**src/rtl/iopad_bank.sv**
```systemverilog
// GPIO pad bank: registered pad drive with push-pull/open-drain modes,
// plus a synchronised, glitch-filtered input path with edge pulses.
module iopad_bank #(
  parameter int DW       = 8,
  parameter int SYNC_STG = 2,
  parameter int FILT_W   = 4
) (
  input  logic              clk,
  input  logic              rst,
  input  logic [DW-1:0]     dout,
  input  logic [DW-1:0]     dout_en,
  input  logic [DW-1:0]     od_mode,
  input  logic [FILT_W-1:0] filt_len,
  input  logic [DW-1:0]     pad_i,
  output logic [DW-1:0]     pad_o,
  output logic [DW-1:0]     pad_oe,
  output logic [DW-1:0]     din,
  output logic [DW-1:0]     rise,
  output logic [DW-1:0]     fall
);

  logic [DW-1:0]     sync_q [SYNC_STG];
  logic [FILT_W-1:0] cnt    [DW];
  logic [FILT_W-1:0] cnt_nx [DW];
  logic [DW-1:0]     s;
  logic [DW-1:0]     din_nx;
  logic [FILT_W-1:0] thr;

  assign s   = sync_q[SYNC_STG-1];
  assign thr = filt_len - FILT_W'(1);

  // >= against N-1 lets a shortened filter length commit immediately
  always_comb begin
    din_nx = din;
    for (int i = 0; i < DW; i++) begin
      cnt_nx[i] = cnt[i];
      if (filt_len == '0) begin
        din_nx[i] = s[i];
        cnt_nx[i] = '0;
      end else if (s[i] == din[i]) begin
        cnt_nx[i] = '0;
      end else if (cnt[i] >= thr) begin
        din_nx[i] = s[i];
        cnt_nx[i] = '0;
      end else begin
        cnt_nx[i] = cnt[i] + FILT_W'(1);
      end
    end
  end

  always_ff @(posedge clk) begin
    if (rst) begin
      pad_o  <= '0;
      pad_oe <= '0;
      din    <= '0;
      rise   <= '0;
      fall   <= '0;
      for (int k = 0; k < SYNC_STG; k++) sync_q[k] <= '0;
      for (int i = 0; i < DW; i++) cnt[i] <= '0;
    end else begin
      pad_o  <= dout & ~od_mode;
      pad_oe <= dout_en & ~(od_mode & dout);
      sync_q[0] <= pad_i;
      for (int k = 1; k < SYNC_STG; k++) sync_q[k] <= sync_q[k-1];
      for (int i = 0; i < DW; i++) cnt[i] <= cnt_nx[i];
      din  <= din_nx;
      rise <= din_nx & ~din;
      fall <= ~din_nx & din;
    end
  end

endmodule

```
**config.mk**
```make
export PLATFORM = sky130hd
export DESIGN_NAME = iopad_bank
export DESIGN_NICKNAME = d
export VERILOG_FILES = /design/src/rtl/iopad_bank.sv
export SDC_FILE = /design/constraint.sdc
export NUM_CORES = 1
export LEC_CHECK = 0
export CAP_MARGIN = 20
export CELL_PAD_IN_SITES_DETAIL_PLACEMENT = 0
export CELL_PAD_IN_SITES_GLOBAL_PLACEMENT = 2
export CORE_ASPECT_RATIO = 0.8
export CORE_MARGIN = 2
export CORE_UTILIZATION = 31
export CTS_CLUSTER_DIAMETER = 60
export DETAILED_ROUTE_END_ITERATION = 16
export PLACE_DENSITY = 0.75
export SYNTH_ARGS = -nofsm -noshare
export SYNTH_HDL_FRONTEND = slang
export SYNTH_SLANG_ARGS = --single-unit
```
**constraint.sdc**
```tcl
create_clock -name clk -period 3.2 [get_ports clk]
set_input_delay 0.32 -clock clk [delete_from_list [all_inputs] [get_ports clk]]
set_output_delay 0.32 -clock clk [all_outputs]
set_load 0.05 [all_outputs]
```
==> results of run 1 <==
==> cell families (layout without fill, tap and decap cells) <==
family / count (synthesis) / count (layout) / share of synthesized area
xor gates and xnor gates: 19 / 19 / 0.0438
and+or+nand+nor: 112 / 112 / 0.163
adders and majority gates: 41 / 41 / 0.129
buffers and inverters: 49 / 136 / 0.0510
DFF: 88 / 88 / 0.443
AOI/OAI and AO/OA: 85 / 85 / 0.170
==> worst max-delay path: cells and delay by family <==
family / cells / cell delay [ps]
buf+inv: 2 / 550
compound gates: 2 / 630
simple gates: 1 / 60
xor+xnor: 1 / 470
fa+ha+maj: 3 / 820
==> layer usage <==
| layer | global-route usage | part of all wire | wire (um) |
|---|---|---|---|
| met5 | 0 | 0 | 0 |
| met4 | 0.0410 | 0.012 | 108 |
| met3 | 0.0462 | 0.072 | 648 |
| met2 | 0.202 | 0.42 | 3770 |
| met1 | 0.203 | 0.50 | 4470 |
==> registers in the layout (all words and copies together), names as in the netlist <==
register,flops
cnt,32
sync_q,16
din,8
fall,8
pad_o,8
pad_oe,8
rise,8
==> cells in the final DEF, fill, tap and decap left out, types with 2 or more instances in the layout <==
cell type        Yosys  routed
a21oi_1             15      15
xnor2_1             10       9
a31oi_1              3       3
inv_1               35      35
o21ai_0              6       6
nor3b_1             13      12
and3_1              28      28
nand2_1             19      19
a21boi_0             2       2
a2111oi_0            8       8
clkinv_2             0       2
dfxtp_1             88      88
clkbuf_16            0       9
nand4_1              2       2
buf_4                0       9
a21o_1               3       3
nand2b_1             3       3
xor2_1               8       8
o211ai_1            10      10
nor3_1              10      10
nor2b_1             21      21
a211oi_1             4       4
maj3_4               3       3
clkdlybuf4s50_1      0      76
a22oi_1              8       8
ha_1                33      33
nand3_1              8       8
nor2_1               4       4
a32oi_1              8       8
a2111oi_2            7       7
o21a_1               9       9
maj3_2               5       5
clkbuf_8             0       3
and4_1               2       2
==> report_power, final <==
part	leakage, nW	total, mW	internal, mW	switching [mW]
Clock	0.154	1.08	0.662	0.418
Combinational	1.25	0.516	0.216	0.300
Sequential	0.719	1.21	1.15	0.0524
Total	2.12	2.80	2.03	0.770
==> timing repair <==
action / 4_1_cts / 5_1_grt
gates resized for setup: 0 / 1
setup buffers: 0 / 0
setup endpoints to repair: 0 / 5
==> final cells by class <==
| type | count | share of cell area |
|---|---|---|
| Multi-Input combinational cell | 257 | 0.384 |
| Sequential cell | 88 | 0.334 |
| Timing Repair Buffer | 86 | 0.158 |
| Clock buffer | 12 | 0.0506 |
| Tap cell | 171 | 0.0406 |
| Inverter | 35 | 0.0249 |
| Clock inverter | 3 | 0.00760 |
==> through the flow <==
step	TNS [ps]	worst slack (ps)	utilization	hold WS (ps)
after floorplan	0	741	-	396
after global placement	-1750	-123	0.401	418
after detailed placement	-4510	-195	0.401	420
after CTS	0	132	0.426	434
after global routing	0	292	0.427	458
final	0	527	0.427	434
==> how the worst min path moves through the flow <==
stage / startpoint / end
5_1_grt: sync_q[0][3] / sync_q[0][11]
6_report: sync_q[0][0] / sync_q[0][8]
2_1_floorplan: od_mode[7] / pad_o[7]
4_1_cts: sync_q[0][0] / sync_q[0][8]
3_3_place_gp: sync_q[0][7] / sync_q[0][15]
3_5_place_dp: sync_q[0][0] / sync_q[0][8]
==> impl_metrics.py, run 1 <==
metrics = {
    "floorplanning": {
        "die_width_um": 131,
        "placementRows": 36,
        "ios": 78,
        "die_height_um": 105,
        "initial_core_util": 0.322,
        "full_die_area_mm2": 0.0137,
        "core_area_mm2": 0.0123,
    },
    "synth": {
        "post_synth.cell_area_avg_um2": 10.1,
        "synth_flop_cell": "dfxtp_1",
        "synthArstFlopShare": 0,
        "yosys_warnings": 0,
        "synthesis.instances": 394,
        "synth_seq_area_share": 0.443,
        "syn_nets": 465,
        "yosysMostFrequentCell": "dfxtp_1",
        "synth_commonest_cells": "dfxtp_1 (88), inv_1 (35), ha_1 (33)",
        "synth_top_area_share": 0.443,
        "synth.top_cells.by_area": "dfxtp_1 (44%), ha_1 (10%), and3_1 (4.4%)",
        "ys_ff_latch": 88,
        "synth_area_mm2": 0.00397,
        "synth_cell_type_count": 38,
        "synth_area_leader_cell": "dfxtp_1",
        "synth_enable_flop_cells": 0,
    },
    "drt": {
        "drtPass1Iterations": 4,
        "remaining_drc_errors": 0,
        "routed_wl_mm": 8.99,
        "vias": 3129,
        "wl_per_cell_um": 13.8,
        "drtAntennaViolNets": 0,
        "vias_per_cell": 4.80,
        "drc_marker_count_from_the_first_detailed_route_iteration": 130,
    },
    "place": {
        "dpl.hpwl_mm": 6.28,
        "placement.cell_area_mm2": 0.00495,
        "globalplace.congestion": 0.775,
        "post-place-cells": 637,
        "count_of_input_and_output_buffers": 77,
    },
    "clock_network": {
        "clkSlewWorstSetupHoldPaths_ps": 60,
        "cts_max_path_buffers": 2,
        "holdBufCountCts": 0,
        "cts_inserted_buffers": 9,
        "clock_tree.root_cell": "clkbuf_16",
        "clock_insertion_delay_worst_skew_ps": 330,
        "clkSinkCount": 88,
        "htree_levels": 3,
        "cts_tree": "yes",
    },
    "worst_setup_path": {
        "timing.critical_path.from_type": "primary input",
        "crit_path_max_fanout": 8,
        "cp.required_ps": 3400,
        "worst-r2r-cell-count": 6,
        "timing.critical_path.from": "filt_len[0]",
        "crit_path_top_delay_cell": "clkdlybuf4s50_1",
        "crit_chain": "clkdlybuf4s50_1 -> inv_1 -> ha_1 -> xnor2_2 -> ha_1 -> nand2_1 -> o21a_1 -> maj3_2 -> a2111oi_0",
        "end_point_of_the_critical_path": "rise[2]",
        "worstPathArrival_ps": 2870,
        "worst-r2r-setup-slack_ps": 1320,
        "worst_path_largest_cell_delay_ps": 490,
        "worst_setup_path_end_kind": "flop",
        "reg2reg_from": "cnt[0][8]",
        "path_common_cell": "ha_1",
        "crit-reg2reg-capture": "rise[2]",
        "critPathKind": "primary input to flop",
    },
    "cells_and_area": {
        "finish.instance_area_mm2": 0.00527,
        "fill_cells": 1225,
        "multi_input_area_mm2": 0.00202,
        "final-instance-count-excl-fill": 652,
        "finish.net_count": 548,
        "diodes": 0,
        "layout.area.seq_mm2": 0.00176,
        "layout-drive-gt1-share": 0.0936,
        "area_growth_syn_to_layout_pct": 32.6,
    },
    "timing": {
        "maxClockFrequency_mhz": 374,
        "setup_violations": 0,
        "hold_viol_final": 0,
        "layout_worst_path_cycle_share": 0.835,
        "clock_tree_skew_after_final_layout_ps": 6.81,
        "finalMaxSlewViolations": 0,
        "max_slew_margin": 0.447,
        "grt_setup_unrepaired": "false",
        "finalWorstPathRequiredPeriod_ps": 2670,
        "worstMarginPinSlew_ps": 828,
    },
    "grt": {
        "globalRoute.totalOverflow": 0,
        "grt_pass1_wl_mm": 15.3,
        "grt_use_total": 0.142,
        "number_of_global_route_vias_before_repair": 3043,
        "antenna_found_initial": 0,
        "grt_start_max_net_pins": 30,
    },
    "status": {
        "run_status": "complete, no violations",
    },
    "power_and_ir_drop": {
        "ir_worst_vdd_mv": 0.240,
        "cellLeakagePower_nw": 2.12,
        "post-layout-total-power_mw": 2.80,
        "power_per_cell_area_mw_per_mm2": 532,
    },
    "min_path": {
        "worst_hold_path_type": "flop to flop",
        "hold-path-cell-count": 1,
    },
    "run": {
        "cap_violations": 0,
    },
}
Power figures use the tool's default switching activity.
==> inputs of run 2 (changes only) <==
Settings changed: CORE_UTILIZATION 31 to 29, PLACE_DENSITY 0.75 to 0.73.
Clock period 3.2 ns to 2.4 ns, I/O delays scaled along.
==> impl_metrics.py, run 2 (synthesized netlist as in run 1, its figures left out) <==
metrics = {
    "worst_setup_path": {
        "worst_setup_path_end_kind": "flop",
        "timing.critical_path.from_type": "primary input",
        "crit_path_max_fanout": 8,
        "worst_path_largest_cell_delay_ps": 490,
        "cp.required_ps": 2640,
        "crit_chain": "clkdlybuf4s50_1 -> inv_1 -> ha_2 -> xnor2_1 -> buf_6 -> ha_1 -> nand2_1 -> o21a_1 -> maj3_2 -> a2111oi_4",
        "crit_path_top_delay_cell": "clkdlybuf4s50_1",
        "worstPathArrival_ps": 2580,
        "critPathKind": "primary input to flop",
        "worst-r2r-cell-count": 6,
    },
    "timing": {
        "maxClockFrequency_mhz": 428,
        "max_slew_margin": 0.389,
        "finalWorstSetupSlack_ps": 62.4,
        "layout_worst_path_cycle_share": 0.974,
        "clock_tree_skew_after_final_layout_ps": 10.9,
        "worstMarginPinSlew_ps": 910,
        "totalNegativeSetupSlack_ps": 0,
        "hold_viol_final": 0,
        "setup_violations": 0,
        "finalWorstPathRequiredPeriod_ps": 2340,
        "finalMaxSlewViolations": 0,
    },
    "drt": {
        "drc_marker_count_from_the_first_detailed_route_iteration": 136,
        "drtAntennaViolNets": 0,
        "remaining_drc_errors": 0,
        "routed_wl_mm": 9.74,
        "vias": 3190,
        "drtPass1Iterations": 4,
        "vias_per_cell": 4.70,
        "wl_per_cell_um": 14.3,
    },
    "cells_and_area": {
        "layout.cells.most_common_list": "dfxtp_1 (88), clkdlybuf4s50_1 (76), inv_1 (35)",
        "fill_cells": 1284,
        "final_util": 0.418,
        "max_ffs_per_register": 32,
        "diodes": 0,
        "final_common_cell": "dfxtp_1",
        "layout_top_registers": "cnt: 32 flops, sync_q: 16 flops",
        "layout-drive-gt1-share": 0.152,
        "finish.instance_area_mm2": 0.00562,
        "area_growth_syn_to_layout_pct": 41.5,
        "finish.net_count": 565,
        "largest-register": "cnt",
    },
    "place": {
        "count_of_input_and_output_buffers": 77,
        "dpl.hpwl_mm": 6.94,
        "placement.cell_area_mm2": 0.00512,
        "dp_slack_ps": -426,
        "globalplace.congestion": 0.731,
    },
    "floorplanning": {
        "placementRows": 38,
        "full_die_area_mm2": 0.0147,
        "die_width_um": 135,
        "die_height_um": 109,
        "initial_core_util": 0.295,
        "ios": 78,
        "core_area_mm2": 0.0135,
    },
    "clock_network": {
        "clock_tree.root_cell": "clkbuf_16",
        "clkSlewWorstSetupHoldPaths_ps": 70,
        "holdBufCountCts": 0,
        "cts_inserted_buffers": 9,
        "clock_insertion_delay_worst_skew_ps": 340,
        "cts_max_path_buffers": 2,
        "cts_tree": "yes",
        "htree_levels": 3,
        "post_cts_setup_buffers": 0,
        "clkSinkCount": 88,
    },
    "min_path": {
        "hold-path-cell-count": 1,
        "worst_hold_path_type": "flop to flop",
    },
    "power_and_ir_drop": {
        "ir_worst_vdd_mv": 0.353,
        "cellLeakagePower_nw": 2.18,
        "post-layout-total-power_mw": 3.69,
        "power_per_cell_area_mw_per_mm2": 656,
    },
    "grt": {
        "globalRoute.totalOverflow": 0,
        "antenna_found_initial": 0,
        "grt_use_total": 0.142,
        "grt_start_max_net_pins": 48,
        "grt_pass1_wl_mm": 16.2,
        "number_of_global_route_vias_before_repair": 3210,
    },
    "run": {
        "cap_violations": 0,
    },
    "status": {
        "run_status": "complete, no violations",
    },
}
-- run 2: changes by cell type in the layout (fill, tap and decap cells not counted), moves of 3 or more --
cell        change
ha_1            -5
a2111oi_4       +9
a2111oi_0       -8
buf_4          +14
ha_4            +4
clkbuf_8        -3
clkinvlp_4      +3
-- run 2: per-layer routing --
metal,routed length [um],vias up,GRT usage
li1,-,1627,-
met4,129,0,0.0474
met1,4800,1502,0.194
met3,411,9,0.0330
met2,4400,52,0.222
met5,0,-,0
-- run 2: metrics by stage --
step,std cells,hold WS [ps]
floorplan,394,316
global placement,663,419
detailed placement,663,420
CTS,679,434
global route,679,447
finish,679,428
-- run 2: timing repair --
item,CTS,global route
setup endpoints to repair,4,30
gates resized for setup,9,24
pin swaps,0,9
-- run 2: path summary, 6_finish.rpt --
kind	from	endpoint	slack, ps
setup / recovery	filt_len[0]	rise[2]	60
hold / removal	sync_q[0][5]	sync_q[0][13]	430
setup reg to reg	cnt[1][12]	rise[7]	610
hold reg to reg	sync_q[0][5]	sync_q[0][13]	430
-- run 2: cell type report --
class | instances | area (um2) | share of cell area
Multi-Input combinational cell | 257 | 2240 | 0.399
Sequential cell | 88 | 1760 | 0.313
Timing Repair Buffer | 103 | 990 | 0.176
Clock buffer | 10 | 229 | 0.0407
Tap cell | 180 | 225 | 0.0401
Inverter | 35 | 131 | 0.0234
Clock inverter | 6 | 45.0 | 0.00801
-- run 2: critical path, delay by kind of cell --
kind	cells	cell delay [ps]
simple gates	1	60
compound gates	2	560
buf+inv	3	720
fa+ha+maj	3	860
xor+xnor	1	140
-- run 2: report_power, final --
part           leakage [nW]  switching [mW]  internal [mW]
clock network         0.125           0.594          0.705
registers             0.719          0.0795           1.54
logic                  1.33           0.434          0.336
